`src/rtl/pipe_trace_buffer.sv`:
```
// pipe_trace_buffer: retire-PC trace ring with arm/trigger/post-trigger freeze,
// plus saturating cycle/retire/stall/flush counters.
// Optional build macro: TRACE_CNT_CLR_EN adds the CNT_CLR input (counter clear).
module pipe_trace_buffer #(
   parameter int PC_W      = 32,
   parameter int DEPTH     = 16,
   parameter int CNT_W     = 32,
   parameter int POST_TRIG = 4
) (
   input  logic                       CLK,
   input  logic                       RST,
`ifdef TRACE_CNT_CLR_EN
   input  logic                       CNT_CLR,
`endif
   input  logic                       ARM,
   input  logic                       RETIRE_VALID,
   input  logic [PC_W-1:0]            RETIRE_PC,
   input  logic                       STALL,
   input  logic                       FLUSH,
   input  logic                       TRIG_EN,
   input  logic [PC_W-1:0]            TRIG_PC,
   input  logic [$clog2(DEPTH)-1:0]   RD_ADDR,
   output logic [PC_W-1:0]            RD_PC,
   output logic [1:0]                 STATE,
   output logic [$clog2(DEPTH+1)-1:0] COUNT,
   output logic                       DONE,
   output logic [CNT_W-1:0]           CYCLE_CNT,
   output logic [CNT_W-1:0]           RETIRE_CNT,
   output logic [CNT_W-1:0]           STALL_CNT,
   output logic [CNT_W-1:0]           FLUSH_CNT
);

   localparam int AW = $clog2(DEPTH);
   localparam int CW = $clog2(DEPTH + 1);

   typedef enum logic [1:0] {
      ST_IDLE   = 2'd0,
      ST_ARMED  = 2'd1,
      ST_POST   = 2'd2,
      ST_FROZEN = 2'd3
   } state_t;

   state_t          state_q, state_d;
   logic [AW-1:0]   wr_ptr_q, wr_ptr_d;
   logic [CW-1:0]   count_q, count_d;
   logic [AW-1:0]   post_cnt_q, post_cnt_d;
   logic [PC_W-1:0] rd_pc_q, rd_pc_d;
   logic            wr_en;
   logic [AW-1:0]   rd_idx;

   logic [PC_W-1:0] mem [DEPTH];

   // Capture FSM: arm/clear, store retires, detect trigger, count post-trigger retires.
   always_comb begin
      state_d    = state_q;
      wr_ptr_d   = wr_ptr_q;
      count_d    = count_q;
      post_cnt_d = post_cnt_q;
      wr_en      = 1'b0;
      if (ARM) begin
         // Arming always restarts the trace; a same-cycle retire is dropped.
         state_d    = ST_ARMED;
         wr_ptr_d   = '0;
         count_d    = '0;
         post_cnt_d = '0;
      end else begin
         case (state_q)
            ST_ARMED: begin
               if (RETIRE_VALID) begin
                  wr_en    = 1'b1;
                  wr_ptr_d = wr_ptr_q + 1'b1;
                  count_d  = (count_q == CW'(DEPTH)) ? count_q : count_q + 1'b1;
                  if (TRIG_EN && (RETIRE_PC == TRIG_PC)) begin
                     post_cnt_d = '0;
                     state_d    = (POST_TRIG == 0) ? ST_FROZEN : ST_POST;
                  end
               end
            end
            ST_POST: begin
               if (RETIRE_VALID) begin
                  wr_en      = 1'b1;
                  wr_ptr_d   = wr_ptr_q + 1'b1;
                  count_d    = (count_q == CW'(DEPTH)) ? count_q : count_q + 1'b1;
                  post_cnt_d = post_cnt_q + 1'b1;
                  if (({1'b0, post_cnt_q} + 1'b1) == (AW + 1)'(POST_TRIG)) begin
                     state_d = ST_FROZEN;
                  end
               end
            end
            default: begin
               // IDLE and FROZEN hold everything until ARM.
            end
         endcase
      end
   end

   // Trace state registers.
   always_ff @(posedge CLK) begin
      if (RST) begin
         state_q    <= ST_IDLE;
         wr_ptr_q   <= '0;
         count_q    <= '0;
         post_cnt_q <= '0;
      end else begin
         state_q    <= state_d;
         wr_ptr_q   <= wr_ptr_d;
         count_q    <= count_d;
         post_cnt_q <= post_cnt_d;
      end
   end

   // Trace RAM write port; contents are deliberately not reset.
   always_ff @(posedge CLK) begin
      if (wr_en) begin
         mem[wr_ptr_q] <= RETIRE_PC;
      end
   end

   // Readout: index 0 is the oldest live entry; out-of-range reads return 0.
   always_comb begin
      rd_idx  = wr_ptr_q - count_q[AW-1:0] + RD_ADDR;
      rd_pc_d = '0;
      if (CW'(RD_ADDR) < count_q) begin
         rd_pc_d = mem[rd_idx];
      end
   end

   // Registered read data; a same-edge write is not visible (read-before-write).
   always_ff @(posedge CLK) begin
      if (RST) begin
         rd_pc_q <= '0;
      end else begin
         rd_pc_q <= rd_pc_d;
      end
   end

   // Performance counters: 0 cycle, 1 retire, 2 stall, 3 flush.
   logic [3:0]       cnt_inc;
   logic [CNT_W-1:0] cnt_vec [4];

   assign cnt_inc = {FLUSH, STALL, RETIRE_VALID, 1'b1};

   generate
      for (genvar gi = 0; gi < 4; gi++) begin : g_cnt
         logic [CNT_W-1:0] cnt_q, cnt_d;

         // Saturating increment, with optional synchronous clear taking priority.
         always_comb begin
            cnt_d = cnt_q;
            if (cnt_inc[gi] && (cnt_q != {CNT_W{1'b1}})) begin
               cnt_d = cnt_q + 1'b1;
            end
`ifdef TRACE_CNT_CLR_EN
            if (CNT_CLR) begin
               cnt_d = '0;
            end
`endif
         end

         // Counter register.
         always_ff @(posedge CLK) begin
            if (RST) begin
               cnt_q <= '0;
            end else begin
               cnt_q <= cnt_d;
            end
         end

         assign cnt_vec[gi] = cnt_q;
      end
   endgenerate

   assign RD_PC      = rd_pc_q;
   assign STATE      = state_q;
   assign COUNT      = count_q;
   assign DONE       = (state_q == ST_FROZEN);
   assign CYCLE_CNT  = cnt_vec[0];
   assign RETIRE_CNT = cnt_vec[1];
   assign STALL_CNT  = cnt_vec[2];
   assign FLUSH_CNT  = cnt_vec[3];

endmodule

```
`config.mk`:
```
export PLATFORM = sky130hd
export DESIGN_NAME = pipe_trace_buffer
export DESIGN_NICKNAME = d
export VERILOG_FILES = /design/src/rtl/pipe_trace_buffer.sv
export SDC_FILE = /design/constraint.sdc
export NUM_CORES = 1
export LEC_CHECK = 0
export ABC_CLOCK_PERIOD_IN_PS = 3100
export CAP_MARGIN = 15
export CORE_ASPECT_RATIO = 1.2
export CORE_MARGIN = 1.5
export CORE_UTILIZATION = 50
export CTS_BUF_LIST = sky130_fd_sc_hd__clkbuf_16
export CTS_CLUSTER_DIAMETER = 60
export CTS_CLUSTER_SIZE = 28
export DETAILED_ROUTE_END_ITERATION = 10
export GPL_TIMING_DRIVEN = 0
export PLACE_DENSITY = 0.73
export SETUP_SLACK_MARGIN = 0.02
export SLEW_MARGIN = 20
export SYNTH_ARGS = -nofsm -noshare
export SYNTH_HDL_FRONTEND = slang
export SYNTH_SLANG_ARGS = --single-unit
```
`constraint.sdc`:
```
create_clock -name CLK -period 3.1 [get_ports CLK]
set_input_delay 0.31 -clock CLK [delete_from_list [all_inputs] [get_ports CLK]]
set_output_delay 0.31 -clock CLK [all_outputs]
set_load 0.05 [all_outputs]
```
==> impl_metrics.env, run 1 <==
export IMPL_antenna_found_initial=2
export IMPL_setup_violations_final=0
export IMPL_fin_tns_setup_ns=0
export IMPL_cp_cell_sequence="clkdlybuf4s50_1 > xor2_1 > nor4_2 > nand3_1 > or4_1 > clkbuf_1 > a21o_1 > a32o_1"
export IMPL_layout_drive_gt1_share_pct=16.9
export IMPL_wl_per_cell_um=23.8
export IMPL_cts_root_buf="clkbuf_16"
export IMPL_critical_path_buf_inv_count=2
export IMPL_status="completed"
export IMPL_gp_congestion=0.860
export IMPL_portBuffers=241
export IMPL_cp_top_family="simple AND/OR/NAND/NOR gates"
export IMPL_h_tree_depth=2
export IMPL_finalWorstSetupSlack_ns=0.0771
export IMPL_finalHoldViolCount=0
export IMPL_hold_buffers=0
export IMPL_routed_wirelength_um=67900
export IMPL_ys_seq_elements=687
export IMPL_cts_tree="built"
export IMPL_clk_path_buf_depth=3
export IMPL_p_leak_nw=10.9
export IMPL_finalHoldWorstSlack_ns=0.250
export IMPL_synth_edf_count=512
export IMPL_clk_pin_slew_worst_paths_ns=0.11
export IMPL_synth_top_area_cell="edfxtp_1"
export IMPL_grt_overflow_total=0
export IMPL_dpl_hpwl_um=46200
export IMPL_grt_pass1_vias=17000
export IMPL_slowest_stage="clkdlybuf4s50_1"
export IMPL_synth_top_area_share_pct=55.4
export IMPL_finalPower_w=0.0181
export IMPL_vias_per_cell=5.91
export IMPL_hold_class="primary input to flop"
export IMPL_worst_path_max_fanout=17
export IMPL_syn_inst=1775
export IMPL_synth_area_leaders="edfxtp_1 55%, dfxtp_1 13%, mux4_2 10%"
export IMPL_start_util_pct=50.6
export IMPL_die_area_um2=56900
export IMPL_grt_pass1_wl_um=101000
export IMPL_syn_area_um2=27700
export IMPL_num_rows=94
export IMPL_async_reset_ff_share_pct=0
export IMPL_cp_end_kind="flop"
export IMPL_power_density_nw_per_um2=531
export IMPL_ios=243
export IMPL_cp_arrival_ns=3.49
export IMPL_required_ns=3.57
export IMPL_drtPass1Iterations=5
export IMPL_area_growth_pct=22.8
export IMPL_cap_violations=0
export IMPL_vdd_drop_max_v=0.000376
export IMPL_crit_type="primary input to flop"
export IMPL_core_area_um2=54800
export IMPL_synth_common_cells="512 x edfxtp_1, 175 x dfxtp_1, 165 x nor2_1, 128 x mux4_2, 85 x xnor2_1"
export IMPL_slew_headroom_pct=30.6
export IMPL_fin_nets=2209
export IMPL_cts_made_buffers=38
export IMPL_critPathMaxStageDelay_ns=0.87
export IMPL_antenna_left=0
export IMPL_period_share_pct=97.5
export IMPL_num_vias=16900
export IMPL_yosysMostFrequentCell="edfxtp_1"
export IMPL_grt_max_degree=30
export IMPL_die_w_um=218
export IMPL_ys_types=56
export IMPL_place_ws_ns=-1.26
export IMPL_n_antenna_cell=0
export IMPL_clock_sinks=687
export IMPL_synth_seq_area_share_pct=68.1
export IMPL_rsz0062_at_grt="true"
export IMPL_ys_flop_type="edfxtp_1"
export IMPL_syn_nets=1874
export IMPL_max_freq_mhz=331
export IMPL_clock_latency_ns=0.60
export IMPL_final_cells=2859
export IMPL_fillCellCount=3995
export IMPL_drtIter0Drc=1478
export IMPL_grt_total_usage_pct=23.7
export IMPL_drc=0
export IMPL_period_minus_slack_ns=3.02
export IMPL_slew_violations=0
export IMPL_worst_clock_skew_ns=0.0382
export IMPL_crit_path_start_kind="primary input"
export IMPL_tightest_slew_ns=1.04
export IMPL_syn_area_per_cell_um2=15.6
export IMPL_yosysWarnings=0
export IMPL_dp_cells=2760
export IMPL_die_h_um=261
## through the flow
step                      instance area [um^2]  utilization [%]
after floorplan                          27800                -
after global placement                   31100             56.7
after detailed placement                 31800             58.1
after CTS                                33700             61.5
after global routing                     34100             62.2
final                                    34100             62.2
## layer usage
metal / up-vias / global-route usage [%] / wire length (um)
met1: 8634 / 29.4 / 25800
met3: 96 / 5.67 / 5410
li1: 7489 / - / -
met4: 4 / 6.25 / 1560
met2: 662 / 41.7 / 35100
met5: - / 0 / 33
## flip-flops by register name (all words and copies together), names as in the netlist
register,cells
STATE,2
mem,512
COUNT,5
FLUSH_CNT,32
RD_PC,32
STALL_CNT,32
wr_ptr_q,4
post_cnt_q,4
CYCLE_CNT,32
RETIRE_CNT,32
## report_power, final
part	internal, W	switching (W)
combinational	0.000891	0.00120
sequential	0.00991	0.0000357
clock	0.00292	0.00312
total	0.0137	0.00435
## cell usage in the layout, fill, tap and decap left out, types with 23 or more instances in the layout
cell and n:
edfxtp_1 512, nand3_1 55, xor2_1 60, a211oi_2 31
a21oi_1 28, nor2b_1 35, nand2_1 57, a211oi_1 38
xnor2_1 84, nand4_1 40, mux4_2 128, clkbuf_1 33
mux2i_1 35, nor3_1 29, buf_4 27, clkdlybuf4s50_1 236
inv_1 35, nor2_1 149, clkbuf_16 46, buf_16 23
dfxtp_1 173
## layout make-up
class	instances	area, um^2	share of cell area [%]
Clock inverter	27	347	1.02
Clock buffer	42	1050	3.09
Multi-Input combinational cell	980	8750	25.7
Inverter	29	109	0.320
Timing Repair Buffer	295	3420	10.0
Tap cell	720	901	2.64
Buffer	79	612	1.80
Sequential cell	687	18900	55.4
## cells by family after synthesis
| logic type | synth area share (%) |
|---|---|
| and+or+nand+nor | 9.27 |
| muxes | 11.7 |
| xor gates and xnor gates | 4.61 |
| AOI/OAI and AO/OA | 3.61 |
| buffers and inverters | 1.54 |
| adders and majority gates | 1.16 |
| DFF | 68.1 |
## final timing paths
check | depth (start not counted) | startpoint | slack, ns | end
worst max-delay path | 8 | RETIRE_PC[25] | 0.08 | post_cnt_q[2]$_SDFFE_PP0P_
worst min-delay path | 1 | RETIRE_PC[24] | 0.25 | mem[7][24]$_DFFE_PP_
worst max register to register | 9 | wr_ptr_q[1]$_SDFFE_PP0P_ | 0.13 | RD_PC[27]$_SDFF_PP0_
worst min register to register | 2 | FLUSH_CNT[27]$_SDFFE_PP0P_ | 0.51 | FLUSH_CNT[27]$_SDFFE_PP0P_
## what timing repair did
| action | CTS | global route |
|---|---|---|
| setup endpoints to repair | 41 | 346 |
| resized for setup | 115 | 28 |
| pin swaps | 3 | 14 |
| buffers inserted | 6 | 24 |
Note: power is estimated with default switching activity, not from simulation.
==> inputs of run 2 (changes only) <==
--- a/config.mk
+++ b/config.mk
@@ -12,7 +12,7 @@
 export CORE_UTILIZATION = 50
 export CTS_BUF_LIST = sky130_fd_sc_hd__clkbuf_16
 export CTS_CLUSTER_DIAMETER = 60
-export CTS_CLUSTER_SIZE = 28
+export CTS_CLUSTER_SIZE = 30
 export DETAILED_ROUTE_END_ITERATION = 10
 export GPL_TIMING_DRIVEN = 0
 export PLACE_DENSITY = 0.73
==> impl_metrics.env, run 2 (synthesis results as in run 1) <==
export IMPL_slew_violations=0
export IMPL_final_cells=2864
export IMPL_dp_cells=2760
export IMPL_slowest_stage="fa_2"
export IMPL_area_growth_pct=22.5
export IMPL_finalPower_w=0.0177
export IMPL_grt_max_degree=32
export IMPL_n_antenna_cell=0
export IMPL_cp_cell_sequence="inv_1 > fa_1 > inv_1 > fa_2 > clkbuf_4 > clkbuf_8 > mux4_2 > mux2i_1 > a211oi_2"
export IMPL_wl_per_cell_um=23.7
export IMPL_crit_type="flop to flop"
export IMPL_fillCellCount=4016
export IMPL_antenna_left=0
export IMPL_clk_pin_slew_worst_paths_ns=0.10
export IMPL_grt_total_usage_pct=23.7
export IMPL_grt_pass1_vias=17100
export IMPL_required_ns=3.53
export IMPL_num_vias=16800
export IMPL_ios=243
export IMPL_vias_per_cell=5.86
export IMPL_drc=0
export IMPL_max_freq_mhz=336
export IMPL_largest_register="mem"
export IMPL_final_cell_mix="512 x edfxtp_1, 236 x clkdlybuf4s50_1, 173 x dfxtp_1, 149 x nor2_1, 128 x mux4_2"
export IMPL_finalWorstSetupSlack_ns=0.126
export IMPL_critPathMaxStageDelay_ns=0.60
export IMPL_die_w_um=218
export IMPL_crit_path_start_kind="flop"
export IMPL_tightest_slew_ns=1.06
export IMPL_worst_clock_skew_ns=0.0302
export IMPL_cp_arrival_ns=3.40
export IMPL_final_common_cell="edfxtp_1"
export IMPL_largest_reg_flops=512
export IMPL_cp_end_kind="flop"
export IMPL_period_minus_slack_ns=2.97
export IMPL_cpMostUsedCell="inv_1"
export IMPL_worst_path_max_fanout=10
export IMPL_cap_violations=0
export IMPL_fin_tns_setup_ns=0
export IMPL_h_tree_depth=2
export IMPL_dpl_hpwl_um=46200
export IMPL_period_share_pct=95.9
export IMPL_drtPass1Iterations=5
export IMPL_portBuffers=241
export IMPL_clock_latency_ns=0.59
export IMPL_grt_pass1_wl_um=101000
export IMPL_power_density_nw_per_um2=520
export IMPL_cts_tree="built"
export IMPL_drtIter0Drc=1377
export IMPL_gp_congestion=0.860
export IMPL_cts_made_buffers=38
export IMPL_hold_class="primary input to flop"
export IMPL_finalHoldViolCount=0
export IMPL_slew_headroom_pct=29.1
export IMPL_p_leak_nw=10.8
export IMPL_antenna_found_initial=2
export IMPL_hold_buffers=0
export IMPL_start_util_pct=50.6
export IMPL_die_h_um=261
export IMPL_num_rows=94
export IMPL_clk_path_buf_depth=3
export IMPL_clock_sinks=687
export IMPL_core_area_um2=54800
export IMPL_grt_overflow_total=0
export IMPL_vdd_drop_max_v=0.000382
export IMPL_routed_wirelength_um=67800
export IMPL_layout_drive_gt1_share_pct=16.9
export IMPL_status="completed"
export IMPL_setup_violations_final=0
export IMPL_die_area_um2=56900
export IMPL_place_ws_ns=-1.26
export IMPL_fin_nets=2214
export IMPL_final_util_pct=62.0
export IMPL_cts_root_buf="clkbuf_16"
-- run 2: cell types whose count changed in the layout (fill, tap and decap cells not counted), sizes merged --
cell | previous run | this run
buf | 81 | 85
clkbuf | 94 | 92
clkinvlp | 0 | 2
bufinv | 4 | 0
clkinv | 9 | 15
inv | 43 | 42
-- run 2: metrics by stage --
stage | hold slack (ns) | instance area (um^2)
3_3_place_gp | 0.480 | 31100
5_1_grt | 0.267 | 34000
3_5_place_dp | 0.495 | 31800
6_report | 0.254 | 34000
2_1_floorplan | 0.409 | 27800
4_1_cts | 0.398 | 33500
-- run 2: routing by layer --
layer / up-vias / share of wire, % / track usage, %
met1: 8547 / 38 / 29.2
li1: 7506 / - / -
met3: 107 / 8.0 / 5.66
met4: 4 / 2.8 / 6.72
met5: - / 0.041 / 0
met2: 627 / 52 / 41.6
-- run 2: worst paths after layout --
check | start | endpoint | slack [ns] | cells after the start
max | wr_ptr_q[1]$_SDFFE_PP0P_ | RD_PC[27]$_SDFF_PP0_ | 0.13 | 9
min | RETIRE_PC[24] | mem[3][24]$_DFFE_PP_ | 0.25 | 1
max reg2reg | wr_ptr_q[1]$_SDFFE_PP0P_ | RD_PC[27]$_SDFF_PP0_ | 0.13 | 9
min reg2reg | FLUSH_CNT[27]$_SDFFE_PP0P_ | FLUSH_CNT[27]$_SDFFE_PP0P_ | 0.51 | 2
-- run 2: repair_timing --
action,4_1_cts,5_1_grt
setup buffers,7,27
pin swaps,2,17
gates resized for setup,109,29
cloned,0,1
setup endpoints to repair,37,337
-- run 2: where the power goes --
| group | switching [W] | leakage (nW) | internal (W) | total [W] |
|---|---|---|---|---|
| Clock | 0.00316 | 0.628 | 0.00246 | 0.00562 |
| Sequential | 0.0000359 | 6.02 | 0.00991 | 0.00995 |
| Combinational | 0.00121 | 4.16 | 0.000896 | 0.00210 |
| Total | 0.00440 | 10.8 | 0.0133 | 0.0177 |
-- run 2: layout make-up --
type | count | area (um^2) | area share (%)
plain buffers | 79 | 591 | 1.74
clock buffers | 39 | 976 | 2.87
clock inverters | 30 | 285 | 0.840
inverters | 29 | 109 | 0.320
multi-input cells | 980 | 8750 | 25.8
flip-flops and latches | 687 | 18900 | 55.6
well taps | 720 | 901 | 2.65
repair buffers | 300 | 3480 | 10.2
-- run 2: critical path, delay by kind of cell, from the launching register on --
kind / cells / cell delay [ns]
buf+inv: 4 / 0.68
flops: 1 / 0.37
compound gates: 1 / 0.12
fa+ha+maj: 2 / 1.09
mux: 2 / 0.54
